File: config.mk
export PLATFORM = sky130hd
export DESIGN_NAME = vslc_scan_sequencer
export DESIGN_NICKNAME = d
export VERILOG_FILES = /design/src/rtl/vslc_scan_sequencer.sv
export SDC_FILE = /design/constraint.sdc
export NUM_CORES = 1
export LEC_CHECK = 0
export CAP_MARGIN = 10
export CORE_ASPECT_RATIO = 1.2
export CORE_UTILIZATION = 45
export CTS_CLUSTER_DIAMETER = 30
export DETAILED_ROUTE_END_ITERATION = 7
export PLACE_DENSITY = 0.73
export SLEW_MARGIN = 0
export SYNTH_ARGS = -nofsm -noshare
export SYNTH_HDL_FRONTEND = slang
export SYNTH_SLANG_ARGS = --single-unit
File: constraint.sdc
create_clock -name i_clk -period 2.3 [get_ports i_clk]
set_clock_uncertainty 0.05 [all_clocks]
set_input_delay 0.46 -clock i_clk [delete_from_list [all_inputs] [get_ports i_clk]]
set_output_delay 0.46 -clock i_clk [all_outputs]
set_load 0.01 [all_outputs]
File: src/rtl/vslc_scan_sequencer.sv
// Program store and scan-cycle controller for the VSLC executor: loads a byte program,
// then replays it one strobed byte per step with a stable ui_in snapshot per scan.
module vslc_scan_sequencer #(
    parameter int PROG_DEPTH = 32,
    parameter int ADDR_W     = 5,
    parameter int GAP_CYCLES = 2
) (
    input  logic              i_clk,
    input  logic              i_rst,
    input  logic              i_load_start,
    input  logic              i_load_valid,
    input  logic [7:0]        i_load_data,
    output logic              o_load_ready,
    input  logic              i_run,
    output logic [7:0]        o_instr,
    output logic              o_instr_ready,
    input  logic [7:0]        i_ui_in,
    output logic [7:0]        o_ui_snap,
    output logic [7:0]        o_ui_snap_prev,
    output logic [ADDR_W-1:0] o_pc,
    output logic [ADDR_W:0]   o_prog_len,
    output logic              o_busy,
    output logic              o_scan_done,
    output logic              o_err_empty
);

    localparam int GAP_W = (GAP_CYCLES > 1) ? $clog2(GAP_CYCLES) : 1;
    localparam logic [GAP_W-1:0] GAP_LAST = GAP_W'(GAP_CYCLES - 1);
    localparam logic [ADDR_W:0]  DEPTH    = (ADDR_W + 1)'(PROG_DEPTH);

    typedef enum logic [1:0] {IDLE, SNAP, STROBE, GAP} state_t;

    state_t             r_state;
    state_t             w_next;
    logic [7:0]         r_mem [PROG_DEPTH];
    logic [ADDR_W:0]    r_prog_len;
    logic [ADDR_W-1:0]  r_pc;
    logic [7:0]         r_instr;
    logic [7:0]         r_ui_snap;
    logic [7:0]         r_ui_snap_prev;
    logic               r_scan_done;
    logic               r_err_empty;
    logic [GAP_W-1:0]   r_gap_cnt;

    logic               w_gap_end;
    logic               w_last;
    logic               w_accept;
    logic [ADDR_W-1:0]  w_pc_next;

    assign w_gap_end = (r_state == GAP) && (r_gap_cnt == GAP_LAST);
    assign w_last    = ({1'b0, r_pc} == (r_prog_len - 1'b1));
    assign w_pc_next = r_pc + ADDR_W'(1);
    // load_start wins over a same-cycle byte, which is dropped
    assign w_accept  = (r_state == IDLE) && !i_load_start && i_load_valid && o_load_ready;

    always_ff @(posedge i_clk) begin
        if (i_rst) r_state <= IDLE;
        else       r_state <= w_next;
    end

    always_comb begin
        w_next = r_state;
        case (r_state)
            IDLE:    if (i_run && (r_prog_len != '0)) w_next = SNAP;
            SNAP:    w_next = STROBE;
            STROBE:  w_next = GAP;
            GAP: begin
                if (w_gap_end) begin
                    if (!w_last)    w_next = STROBE;
                    else if (i_run) w_next = SNAP;
                    else            w_next = IDLE;
                end
            end
            default: w_next = IDLE;
        endcase
    end

    always_comb begin
        o_load_ready  = (r_state == IDLE) && (r_prog_len < DEPTH);
        o_instr_ready = (r_state == STROBE);
        o_busy        = (r_state != IDLE);
    end

    // Program memory is deliberately left out of reset
    always_ff @(posedge i_clk) begin
        if (w_accept) r_mem[r_prog_len[ADDR_W-1:0]] <= i_load_data;
    end

    always_ff @(posedge i_clk) begin
        if (i_rst) begin
            r_prog_len     <= '0;
            r_pc           <= '0;
            r_instr        <= 8'h00;
            r_ui_snap      <= 8'h00;
            r_ui_snap_prev <= 8'h00;
            r_scan_done    <= 1'b0;
            r_err_empty    <= 1'b0;
            r_gap_cnt      <= '0;
        end else begin
            r_scan_done <= 1'b0;
            case (r_state)
                IDLE: begin
                    if (i_load_start) begin
                        r_prog_len  <= '0;
                        r_err_empty <= 1'b0;
                    end else begin
                        if (w_accept) r_prog_len <= r_prog_len + 1'b1;
                        if (i_run && (r_prog_len == '0)) r_err_empty <= 1'b1;
                    end
                end
                SNAP: begin
                    r_ui_snap_prev <= r_ui_snap;
                    r_ui_snap      <= i_ui_in;
                    r_pc           <= '0;
                    r_instr        <= r_mem[0];
                end
                STROBE: r_gap_cnt <= '0;
                GAP: begin
                    if (!w_gap_end) begin
                        r_gap_cnt <= r_gap_cnt + 1'b1;
                    end else if (w_last) begin
                        r_pc        <= '0;
                        r_scan_done <= 1'b1;
                    end else begin
                        r_pc    <= w_pc_next;
                        r_instr <= r_mem[w_pc_next];
                    end
                end
                default: ;
            endcase
        end
    end

    assign o_instr        = r_instr;
    assign o_ui_snap      = r_ui_snap;
    assign o_ui_snap_prev = r_ui_snap_prev;
    assign o_pc           = r_pc;
    assign o_prog_len     = r_prog_len;
    assign o_scan_done    = r_scan_done;
    assign o_err_empty    = r_err_empty;

endmodule

==> flow_metrics.py <==
metrics = {
    "die": {
        "core_mm2": 0.02570,
        "die_area_mm2": 0.02708,
        "die_y_um": 180.1,
        "ioPinCount": 61,
        "die_x_um": 150.4,
        "start_util_pct": 46.27,
        "fp-row-count": 64,
    },
    "critical_path": {
        "cp-end-kind": "flip-flop",
        "crit_path_start_kind": "flip-flop",
        "cp_max_fo": 5,
        "worst_ep_arrival_time_ps": 2720,
        "criticalPathCategory": "flip-flop to flip-flop",
        "crit_required_ps": 2690,
        "ff2ff_path_depth": 8,
    },
    "sta": {
        "setup_viol_count_final": 2,
        "worst_slack_ps": -28.84,
        "worst_slew_pin_slew_ps": 541.3,
        "finalCritPeriodShare_pct": 101.3,
        "max_freq_mhz": 429.4,
        "whs_ps": 400.8,
        "hold_viol_final": 0,
        "finalSetupTns_ps": -30.24,
        "min_period_ps": 2329,
        "rsz0062_at_grt": "true",
        "relSlewSlack_pct": 63.92,
        "finalMaxSlewViolations": 0,
    },
    "clock_tree": {
        "cts_tree": "built",
        "insertion_delay_ps": 560,
        "clockBufferDepth": 3,
        "clk_pin_slew_worst_paths_ps": 50,
        "holdBufCountCts": 0,
        "cts_buffers": 50,
        "htree_levels": 2,
        "cts_root_buf": "clkbuf_16",
        "cts_sinks": 296,
    },
    "drt": {
        "drt-pass1-iter-count": 5,
        "drc": 0,
        "antenna_left": 0,
        "vias": 7249,
        "wirelength_um": 30030,
        "routedWlPerCell_um": 23.89,
        "via_per_inst": 5.767,
        "drt_iter0_markers": 614,
    },
    "job": {
        "maxCapViolations": 0,
    },
    "logic_synthesis": {
        "syn_nets": 727,
        "post-synth-top-count-cell": "edfxtp_1",
        "netlist-cell-type-count": 44,
        "ys_ff_latch": 296,
        "yosysTopAreaCell": "edfxtp_1",
        "synth_flop_cell": "edfxtp_1",
        "synthCells": 701,
        "syn_avg_cell_area_um2": 16.97,
        "synth_top_area_share_pct": 64.64,
        "async_flop_share_pct": 0,
        "synth_edf_count": 256,
        "yosysWarnings": 0,
        "syn_area_mm2": 0.01189,
        "synth_seq_area_share_pct": 71.37,
        "synth_common_cells": "256 x edfxtp_1, 62 x nand2_1, 62 x nor2_1, 57 x mux4_2, 40 x dfxtp_1",
        "synth_area_leaders": "edfxtp_1 65%, mux4_2 11%, dfxtp_1 6.7%, nand2_1 2.0%, nor2_1 2.0%",
    },
    "layout": {
        "seq_area_mm2": 0.008499,
        "area_growth_pct": 30.12,
        "fin_cells": 1257,
        "fin_nets": 911,
        "final_cell_area_mm2": 0.01547,
        "final_util_pct": 60.20,
        "fill_cells": 1796,
        "drive_gt1_share_pct": 31.18,
        "multi_input_area_mm2": 0.003303,
        "n_antenna_cell": 0,
    },
    "pwr": {
        "ir_drop_mv": 0.5632,
        "power_density_mw_per_mm2": 876.4,
        "leakage_nw": 5.095,
        "p_total_mw": 13.56,
    },
    "run_status": {
        "status": "finished with violations",
        "failed_checks": "setup timing",
    },
    "global_routing": {
        "met1_usage_pct": 27.54,
        "grt.overflow.total": 0,
        "use_met3_pct": 4.810,
        "busiest_layer": "met2",
        "grt_pass1_vias": 7725,
        "use_met2_pct": 38.23,
        "grt_pass1_wl_um": 45200,
        "grt_usage_pct": 22.72,
        "antenna_found_initial": 0,
        "grt_start_max_net_pins": 37,
    },
    "place": {
        "dp_hpwl_um": 18470,
        "globalplace.congestion": 0.8612,
        "dpl.cell_count": 1160,
        "port_buffers": 60,
        "placed_area_mm2": 0.01367,
        "post-place-ws_ps": -167.7,
    },
    "min_path": {
        "min_path_type": "flip-flop to flip-flop",
        "holdPathStages": 2,
    },
}
## worst paths after layout
check / from / end / slack, ps
worst max-delay path: o_pc[0]$_SDFFE_PP0P_ / o_instr[7]$_SDFFE_PP0P_ / -30
worst min-delay path: o_ui_snap_prev[3]$_SDFFE_PP0P_ / o_ui_snap_prev[3]$_SDFFE_PP0P_ / 400
worst max register to register: o_pc[0]$_SDFFE_PP0P_ / o_instr[7]$_SDFFE_PP0P_ / -30
worst min register to register: o_ui_snap_prev[3]$_SDFFE_PP0P_ / o_ui_snap_prev[3]$_SDFFE_PP0P_ / 400
## flip-flops by register name, summed over array words and instances, names as in the netlist
name,cells
r_mem,256
r_gap_cnt,1
o_ui_snap,8
o_pc,5
o_ui_snap_prev,8
o_instr,8
r_state,2
o_prog_len,6
o_err_empty,1
o_scan_done,1
## repair_timing
item	4_1_cts	5_1_grt
cloned	0	1
gates resized for setup	12	16
endpoints found under the setup margin	12	12
buffers inserted	0	2
pin swaps	0	5
## critical path: stages (launching register included)
cell and delay [ps]:
dfxtp_4 370, ha_4 190, xor2_4 250, buf_4 220, buf_4 150, mux2_2 220
o22ai_1 90, or3_1 350, a311oi_2 330
## cells in the final DEF, fill, tap and decap left out, types with 6 or more instances in the layout
master and instances:
clkbuf_1 9, mux2i_1 16, mux4_2 57, nor2_1 58
o22ai_1 13, nand3_1 8, or3_1 8, clkbuf_16 51
buf_6 6, a21oi_1 24, dfxtp_1 35, nor3_1 9
a211oi_1 16, edfxtp_1 256, nor2b_1 9, clkinv_4 6
clkinv_1 10, mux2_2 16, clkdlybuf4s50_1 58, nand2_1 62
buf_4 90, buf_12 11
## report_power, final
part           leakage [nW]  switching [mW]  total (mW)  internal, mW
Sequential             2.63          0.0307        5.91          5.88
Combinational          1.67           0.274       0.452         0.178
Clock                 0.795            2.61        7.20          4.59
Total                  5.10            2.92        13.6          10.6
## metal layers
layer	part of all wire [%]	up-vias	wire, µm
met5	0	-	0
met4	4.1	0	1242
met2	51	391	15190
met3	8.0	81	2412
met1	37	3630	11190
li1	-	3147	-
## logic make-up (layout without fill, tap and decap cells)
logic type | after synthesis | in the layout | share of synthesized area (%)
flip-flops | 296 | 296 | 71.37
AND/OR/NAND/NOR | 179 | 179 | 7.049
multiplexers | 89 | 89 | 13.66
AO/OA/AOI/OAI | 79 | 80 | 4.766
buffers and inverters | 42 | 267 | 1.820
XOR/XNOR | 11 | 11 | 0.8101
adder cells (fa/ha/maj) | 5 | 5 | 0.5260
## cell type report
type	instances	area share, %
Clock buffer	61	8.554
Clock inverter	33	2.199
Inverter	5	0.1213
Multi-Input combinational cell	364	21.35
Sequential cell	296	54.92
Tap cell	330	2.668
Timing Repair Buffer	168	10.19
Power figures use the tool's default switching activity.
